File: src/rtl/cpu_mem_arbiter.sv
// Two-master (fetch/data) to single-port memory arbiter with one transaction in flight.
// Data wins by default; a streak counter forces a fetch grant after STREAK_MAX data grants.

module cpu_mem_arbiter_chk (
   input  logic clk,
   input  logic reset,
   input  logic idle_s,
   input  logic inst_addr_ok,
   input  logic data_addr_ok,
   input  logic inst_data_ok,
   input  logic data_data_ok
);

   // Handshake sanity: one accept per cycle, only from IDLE, one response per cycle.
   always @(posedge clk) begin
      if (!reset) begin
         a_one_addr_ok : assert (!(inst_addr_ok && data_addr_ok));
         a_addr_ok_idle : assert (idle_s || !(inst_addr_ok || data_addr_ok));
         a_one_data_ok : assert (!(inst_data_ok && data_data_ok));
      end
   end

endmodule

module cpu_mem_arbiter #(
   parameter int unsigned STREAK_MAX = 4,
   parameter int unsigned CNT_W      = 3
) (
   input  logic        clk,
   input  logic        reset,
   input  logic        inst_req,
   input  logic [31:0] inst_addr,
   output logic        inst_addr_ok,
   output logic        inst_data_ok,
   output logic [31:0] inst_rdata,
   input  logic        data_req,
   input  logic        data_wr,
   input  logic [3:0]  data_wstrb,
   input  logic [31:0] data_addr,
   input  logic [31:0] data_wdata,
   output logic        data_addr_ok,
   output logic        data_data_ok,
   output logic [31:0] data_rdata,
   output logic        mem_req,
   output logic        mem_wr,
   output logic [3:0]  mem_wstrb,
   output logic [31:0] mem_addr,
   output logic [31:0] mem_wdata,
   input  logic        mem_addr_ok,
   input  logic        mem_data_ok,
   input  logic [31:0] mem_rdata
);

   typedef enum logic [1:0] {
      IDLE = 2'd0,
      REQ  = 2'd1,
      WAIT = 2'd2
   } state_t;

   localparam logic [CNT_W-1:0] STREAK_LIM = CNT_W'(STREAK_MAX);
   localparam logic [CNT_W-1:0] STREAK_ONE = CNT_W'(1);

   state_t           state_q, state_d;
   logic [CNT_W-1:0] streak_q, streak_d;
   logic             owner_q, owner_d;
   logic             mem_req_q, mem_req_d;
   logic             mem_wr_q, mem_wr_d;
   logic [3:0]       mem_wstrb_q, mem_wstrb_d;
   logic [31:0]      mem_addr_q, mem_addr_d;
   logic [31:0]      mem_wdata_q, mem_wdata_d;
   logic [31:0]      inst_rdata_q, inst_rdata_d;
   logic [31:0]      data_rdata_q, data_rdata_d;
   logic             inst_data_ok_q, inst_data_ok_d;
   logic             data_data_ok_q, data_data_ok_d;

   logic             idle_s;
   logic             streak_full_s;
   logic             pick_data_s;
   logic             grant_s;
   logic             resp_s;

   // Arbitration decision and the combinational accept strobes.
   always_comb begin
      idle_s        = (state_q == IDLE);
      streak_full_s = (streak_q == STREAK_LIM);
      pick_data_s   = data_req && !(inst_req && streak_full_s);
      // reset gates the accept so a master never sees a handshake that the flops then discard
      grant_s       = idle_s && !reset && (inst_req || data_req);
      data_addr_ok  = grant_s && pick_data_s;
      inst_addr_ok  = grant_s && !pick_data_s;
   end

   // Next-state, latched request fields, streak and response capture.
   always_comb begin
      state_d        = state_q;
      streak_d       = streak_q;
      owner_d        = owner_q;
      mem_req_d      = mem_req_q;
      mem_wr_d       = mem_wr_q;
      mem_wstrb_d    = mem_wstrb_q;
      mem_addr_d     = mem_addr_q;
      mem_wdata_d    = mem_wdata_q;
      inst_rdata_d   = inst_rdata_q;
      data_rdata_d   = data_rdata_q;
      inst_data_ok_d = 1'b0;
      data_data_ok_d = 1'b0;
      resp_s         = 1'b0;

      case (state_q)
         IDLE: begin
            if (inst_req || data_req) begin
               state_d   = REQ;
               mem_req_d = 1'b1;
               owner_d   = pick_data_s;
               if (pick_data_s) begin
                  mem_wr_d    = data_wr;
                  mem_wstrb_d = data_wstrb;
                  mem_addr_d  = data_addr;
                  mem_wdata_d = data_wdata;
                  if (!inst_req) begin
                     streak_d = {CNT_W{1'b0}};
                  end else if (streak_full_s) begin
                     streak_d = streak_q;
                  end else begin
                     streak_d = streak_q + STREAK_ONE;
                  end
               end else begin
                  mem_wr_d    = 1'b0;
                  mem_wstrb_d = 4'b0000;
                  mem_addr_d  = inst_addr;
                  mem_wdata_d = 32'h0000_0000;
                  streak_d    = {CNT_W{1'b0}};
               end
            end else begin
               state_d = IDLE;
            end
         end
         REQ: begin
            if (mem_addr_ok) begin
               mem_req_d = 1'b0;
               // a memory that answers in the accept cycle skips WAIT entirely
               if (mem_data_ok) begin
                  resp_s  = 1'b1;
                  state_d = IDLE;
               end else begin
                  state_d = WAIT;
               end
            end else begin
               state_d = REQ;
            end
         end
         WAIT: begin
            if (mem_data_ok) begin
               resp_s  = 1'b1;
               state_d = IDLE;
            end else begin
               state_d = WAIT;
            end
         end
         default: begin
            state_d   = IDLE;
            mem_req_d = 1'b0;
         end
      endcase

      if (resp_s) begin
         if (owner_q) begin
            data_rdata_d   = mem_rdata;
            data_data_ok_d = 1'b1;
         end else begin
            inst_rdata_d   = mem_rdata;
            inst_data_ok_d = 1'b1;
         end
      end else begin
         inst_rdata_d = inst_rdata_d;
      end
   end

   // State and output registers; reset abandons any transaction in flight.
   always_ff @(posedge clk) begin
      if (reset) begin
         state_q        <= IDLE;
         streak_q       <= {CNT_W{1'b0}};
         owner_q        <= 1'b0;
         mem_req_q      <= 1'b0;
         mem_wr_q       <= 1'b0;
         mem_wstrb_q    <= 4'b0000;
         mem_addr_q     <= 32'h0000_0000;
         mem_wdata_q    <= 32'h0000_0000;
         inst_rdata_q   <= 32'h0000_0000;
         data_rdata_q   <= 32'h0000_0000;
         inst_data_ok_q <= 1'b0;
         data_data_ok_q <= 1'b0;
      end else begin
         state_q        <= state_d;
         streak_q       <= streak_d;
         owner_q        <= owner_d;
         mem_req_q      <= mem_req_d;
         mem_wr_q       <= mem_wr_d;
         mem_wstrb_q    <= mem_wstrb_d;
         mem_addr_q     <= mem_addr_d;
         mem_wdata_q    <= mem_wdata_d;
         inst_rdata_q   <= inst_rdata_d;
         data_rdata_q   <= data_rdata_d;
         inst_data_ok_q <= inst_data_ok_d;
         data_data_ok_q <= data_data_ok_d;
      end
   end

   assign mem_req      = mem_req_q;
   assign mem_wr       = mem_wr_q;
   assign mem_wstrb    = mem_wstrb_q;
   assign mem_addr     = mem_addr_q;
   assign mem_wdata    = mem_wdata_q;
   assign inst_rdata   = inst_rdata_q;
   assign data_rdata   = data_rdata_q;
   assign inst_data_ok = inst_data_ok_q;
   assign data_data_ok = data_data_ok_q;

   cpu_mem_arbiter_chk u_chk (
      .clk          (clk),
      .reset        (reset),
      .idle_s       (idle_s),
      .inst_addr_ok (inst_addr_ok),
      .data_addr_ok (data_addr_ok),
      .inst_data_ok (inst_data_ok),
      .data_data_ok (data_data_ok)
   );

endmodule

File: config.mk
export PLATFORM = sky130hd
export DESIGN_NAME = cpu_mem_arbiter
export DESIGN_NICKNAME = d
export VERILOG_FILES = /design/src/rtl/cpu_mem_arbiter.sv
export SDC_FILE = /design/constraint.sdc
export NUM_CORES = 1
export LEC_CHECK = 0
export ABC_AREA = 0
export CAP_MARGIN = 20
export CORE_MARGIN = 5
export CORE_UTILIZATION = 40
export CTS_BUF_LIST = sky130_fd_sc_hd__clkbuf_8
export CTS_CLUSTER_DIAMETER = 40
export CTS_CLUSTER_SIZE = 16
export DETAILED_ROUTE_END_ITERATION = 10
export DONT_BUFFER_PORTS = 1
export GPL_ROUTABILITY_DRIVEN = 0
export GPL_TIMING_DRIVEN = 0
export REMOVE_ABC_BUFFERS = 1
export SYNTH_ARGS = -nofsm -noshare
export SYNTH_HDL_FRONTEND = slang
export SYNTH_SLANG_ARGS = --single-unit
File: constraint.sdc
create_clock -name clk -period 1.9 [get_ports clk]
set_input_delay 0.19 -clock clk [delete_from_list [all_inputs] [get_ports clk]]
set_output_delay 0.19 -clock clk [all_outputs]
set_load 0.02 [all_outputs]
# Yosys cells after proc, flatten, opt, wreduce, memory -nomap -nowiden
# Index checks and enable logic that the tools add are counted.
# totals
register_bits	142
in_bits	139
out_inout_bits	138
wordCells	58
# op_classes
addsub	1
n_eq_ne	6
mux	19
bitwise_logic	3
n_reduce_logical	17
# op_table
operator	count
$mux 32	2
$mux 3	3
$mux 1	8
$logic_and 1x1->1	6
$pmux 2 s3	1
$reduce_and 2->1	3
$reduce_and 3->1	2
$mux 2	2
$mux 4	1
$add 3x1->3 const B	1
$eq 3x3->1 const B	1
$logic_not 1->1	3
$ne 3x3->1 const B	1
$not 1->1	3
$pmux 1 s3	1
$eq 2x1->1 const B	1
$eq 2x2->1 const B	1
$logic_not 2->1	1
$ne 2x1->1 const B	1
$ne 2x2->1 const B	1
$pmux 1 s2	1
$reduce_or 2->1	1
$logic_or 1x1->1	1

# Longest topological paths before layout
# Gate-level depths: netlist of run 1.
# depth
word_depth	6
mapped_depth	7
depth_no_buf	5

# Worst setup path before layout of run 1
# No wires, ideal clock.
# synth_timing
kind	register to output
startpoint	reg streak_q[0]
endpoint	out data_addr_ok
arrival_time_ns	1.727
t_required_ns	1.710
path_slack_ns	-0.017
path_stages_with_launch	6
path_buffers	1
path_cell_list	dfxtp_1 -> inv_1 -> ha_1 -> and3_2 -> clkbuf_2 -> nor4b_1
# synth_via
elab_chain_cells	5
# synth_rtl
item	line	text
from (decl)	64	logic [CNT_W-1:0] streak_q, streak_d;
from (signal assigned)	183	streak_q <= {CNT_W{1'b0}};
from (signal assigned)	196	streak_q <= streak_d;
$eq 3x3->1	85	streak_full_s = (streak_q == STREAK_LIM);
$logic_and 1x1->1	86	pick_data_s = data_req && !(inst_req && streak_full_s);
$logic_not 1->1	86	
$logic_and 1x1->1	86	
$logic_and 1x1->1	89	data_addr_ok = grant_s && pick_data_s;
to (decl)	41	output logic data_addr_ok,
# Every way passes these cells.

# Final worst setup path of run 1
# layout_timing
startpoint	reg streak_q[1]
endpoint	out data_addr_ok
# Same word-level chain as after synthesis.

==> summary.md, run 1 <==
| Metric | Value |
|---|---|
| First-pass GRT wire length | ~29000 µm |
| Clock buffer depth | 2 |
| Clock Sinks | between 100 and 150 |
| Ranking of synthesized cells by area | dfxtp_1 (48%), mux2i_1 (11%), nand2b_1 (10%) |
| Synth Instances | roughly 620 |
| Diode count | 0 |
| Cell family with most CP delay | simple AND/OR/NAND/NOR gates |
| Vias in the first global route | between 5000 and 6000 |
| Asr flop ratio synth | 0% |
| Cell Area, Synth | between 5000 and 6000 µm² |
| Main synth FF type | dfxtp_1 |
| Synth top area share | between 40% and 50% |
| Worst endpoint data arrival time | 1.62 ns |
| Leakage | around 3 nW |
| Peak VDD IR | 493 µV |
| CTS Buf Count | 17 |
| Status | finished, violations left |
| Core Footprint | ~15000 µm² |
| Req. time, crit path | 1.71 ns |
| P per Cell Area | roughly 800 nW/µm² |
| GR peak layer | met2 |
| Highest Clock Rate | 554 MHz |
| RSZ-0062 raised after global routing | true |
| Post-route setup slack | ~0.094 ns |
| Vert. Die Dim | around 130 µm |
| DP HPWL | about 11000 µm |
| Max-slew headroom | between 30% and 40% |
| CTS HTree Levels | 4 |
| Clock latency at the later pin of the worst-skew pair | between 0.4 and 0.5 ns |
| Period utilization | 95.0% |
| Pre-CTS setup slack | -0.276 ns |
| CP bufs+invs | 2 |
| CTS tree | yes |
| Yosys reg bits | approximately 140 |
| Final Hold Viols | 32 |
| Synth area leader | dfxtp_1 |
| Final Cell Area | roughly 8000 µm² |
| Layout fillers | between 1000 and 1500 |
| Cell variety after synth | 37 |
| Failing checks | hold timing |
| Initial drt markers | ~260 |
| WS Path Type | register to output pin |
| Worst path slowest cell | dfxtp_2 |
| Worst-path clk slew | roughly 0.070 ns |
| CP max stage delay | 0.35 ns |
| Worst hold path class | input pin to register |
| Root Buffer Master | clkbuf_8 |
| Initial cell density of the core | about 41% |
| Final WL | around 18000 µm |
| Largest net degree at the start of global routing | between 100 and 150 |
| Crit start category | register |
| Share of cells above drive strength 1 | around 8.4% |
| Slew Limit Fails | 0 |
| DIE AREA | between 15000 and 20000 µm² |
| Routed len/inst | 19.6 µm |
| Clock Skew | roughly 0.014 ns |
| Top Ports | 277 |
| Synth-to-Final Area Change | 36.8% |
| Max-cap violations | 0 |
| GR Layer Usage met3 | 6.42% |
| Seq/Total Area, Yosys | around half |
| Setup violators final | 0 |
| Syn avg cell area | approximately 9.6 µm² |
| Yosys warns | 0 |
| Num rows | 44 |
| GRT overflow | 0 |
| Via-to-Cell Ratio | ~5.5 |
| Grt met1 use | between 20% and 30% |
| Routed via count | roughly 5200 |
| Post-route ant nets | 0 |
| Drt drc | 0 |
| Post-synth EDFFs | 0 |
| Crit-path cells | inv_2 > ha_4 > and3_4 > nor4b_4 > buf_4 |
| Crit Path Max Fanout | 5 |
| Setup crit end kind | output pin |
| TritonRoute pass-1 iters | 4 |
| Met2 GRT Util | 36.1% |
| Post-Route Utilization | between 50% and 60% |
| Port Buf Inserts | 0 |
| Initial antenna violation count | 0 |
| Total Nets Final | 892 |
| DP Area | roughly 6000 µm² |
| Chip width | about 130 µm |
| Gr usage total | about 20% |
| Hold slack | -0.0610 ns |
| Setup Total Neg Slack | 0 ns |
| Worst slew pin tran | between 1 and 1.5 ns |
| Crit path time final | 1.81 ns |
-- synthesized netlist by cell type (all sizes together), types with 2 or more instances --
cell	number
dfxtp	142
nand2b	97
nor2	71
mux2i	64
clkbuf	38
a32oi	37
o21ai	34
nand3	33
a311oi	32
buf	21
ha	8
inv	7
a21oi	6
nand2	5
nand4	3
nor3	2
nor4	2
or3b	2
-- stage by stage --
step | instances | hold slack (ns) | total power (W)
3_5_place_dp | 747 | 0.274 | 0.00399
4_1_cts | 932 | -0.105 | 0.00642
2_1_floorplan | 556 | 0.259 | 0.00383
6_report | 942 | -0.0610 | 0.00638
5_1_grt | 942 | -0.0997 | 0.00669
3_3_place_gp | 740 | 0.269 | 0.00394
-- registers in the layout (all words and copies together), names as in the netlist --
| name | flops |
|---|---|
| streak_q | 3 |
| inst_rdata | 32 |
| mem_wr | 1 |
| state_q | 2 |
| owner_q | 1 |
| inst_data_ok | 1 |
| data_data_ok | 1 |
| mem_req | 1 |
| mem_wdata | 32 |
| mem_wstrb | 4 |
| mem_addr | 32 |
| data_rdata | 32 |
-- power by group --
group,total [W],leakage [nW],switching [W],internal (W)
sequential,0.00342,1.16,0.000290,0.00313
clock,0.00218,0.187,0.00113,0.00105
combinational,0.000789,1.66,0.000367,0.000422
total,0.00638,3.00,0.00179,0.00459
-- cell type report --
class | instances | area, µm² | area share, %
flip-flops and latches | 142 | 2850 | 35.2
inverters | 7 | 26.3 | 0.325
well taps | 184 | 230 | 2.84
multi-input cells | 408 | 2850 | 35.2
repair buffers | 169 | 1780 | 22.0
clock inverters | 14 | 106 | 1.31
clock buffers | 18 | 248 | 3.06
-- path summary, 6_finish.rpt --
path	startpoint	end	slack [ns]	cells after the start
worst max-delay path	streak_q[1]$_SDFFE_PP0P_	data_addr_ok	0.09	5
worst min register to register	data_rdata[20]$_SDFFE_PP0P_	data_rdata[20]$_SDFFE_PP0P_	0.59	2
worst min-delay path	data_req	mem_addr[27]$_SDFFE_PP0P_	-0.06	2
worst max register to register	state_q[1]$_SDFF_PP0_	streak_q[2]$_SDFFE_PP0P_	0.10	6
-- logic make-up after synthesis --
family | Yosys count | synth area share (%)
AND/OR/NAND/NOR | 220 | 19.7
flip-flops | 142 | 48.0
AO/OA/AOI/OAI | 115 | 14.4
buffers and inverters | 66 | 5.31
multiplexers | 64 | 10.8
adder cells (fa/ha/maj) | 8 | 1.69
-- metal layers --
| metal | routed length [µm] | vias up |
|---|---|---|
| li1 | - | 2445 |
| met1 | 7130 | 2511 |
| met2 | 9610 | 217 |
| met3 | 1190 | 43 |
| met4 | 552 | 0 |
| met5 | 0 | - |
-- cells in the final DEF (no fill, tap or decap), types with 2 or more instances in the layout --
| cell | count |
|---|---|
| nor4_1 | 2 |
| buf_16 | 4 |
| buf_4 | 9 |
| a21oi_1 | 5 |
| a311oi_1 | 32 |
| dfxtp_2 | 3 |
| nand2b_1 | 97 |
| nand3_1 | 32 |
| dfxtp_1 | 139 |
| clkinvlp_4 | 4 |
| nand4_1 | 3 |
| a32oi_1 | 37 |
| o21ai_0 | 32 |
| mux2i_1 | 64 |
| inv_1 | 10 |
| ha_4 | 2 |
| nand2_1 | 5 |
| buf_12 | 4 |
| clkinv_2 | 2 |
| clkbuf_8 | 18 |
| ha_1 | 6 |
| dlygate4sd3_1 | 151 |
| inv_2 | 2 |
| nor2_1 | 71 |
-- repair_timing --
action,in CTS,in global routing
setup endpoints to repair,65,72
hold buffers,146,6
cloned,1,0
pin swaps,3,3
endpoints found under the hold margin,142,33
resized for setup,9,11
setup buffers,6,4
(Power assumes the default switching activity.)
==> run 2: changes to the inputs <==
Settings changed: ABC_AREA 0 to unset.
==> results of run 2 <==
Same layout as run 1: the final DEF is identical, and so are final timing and power.
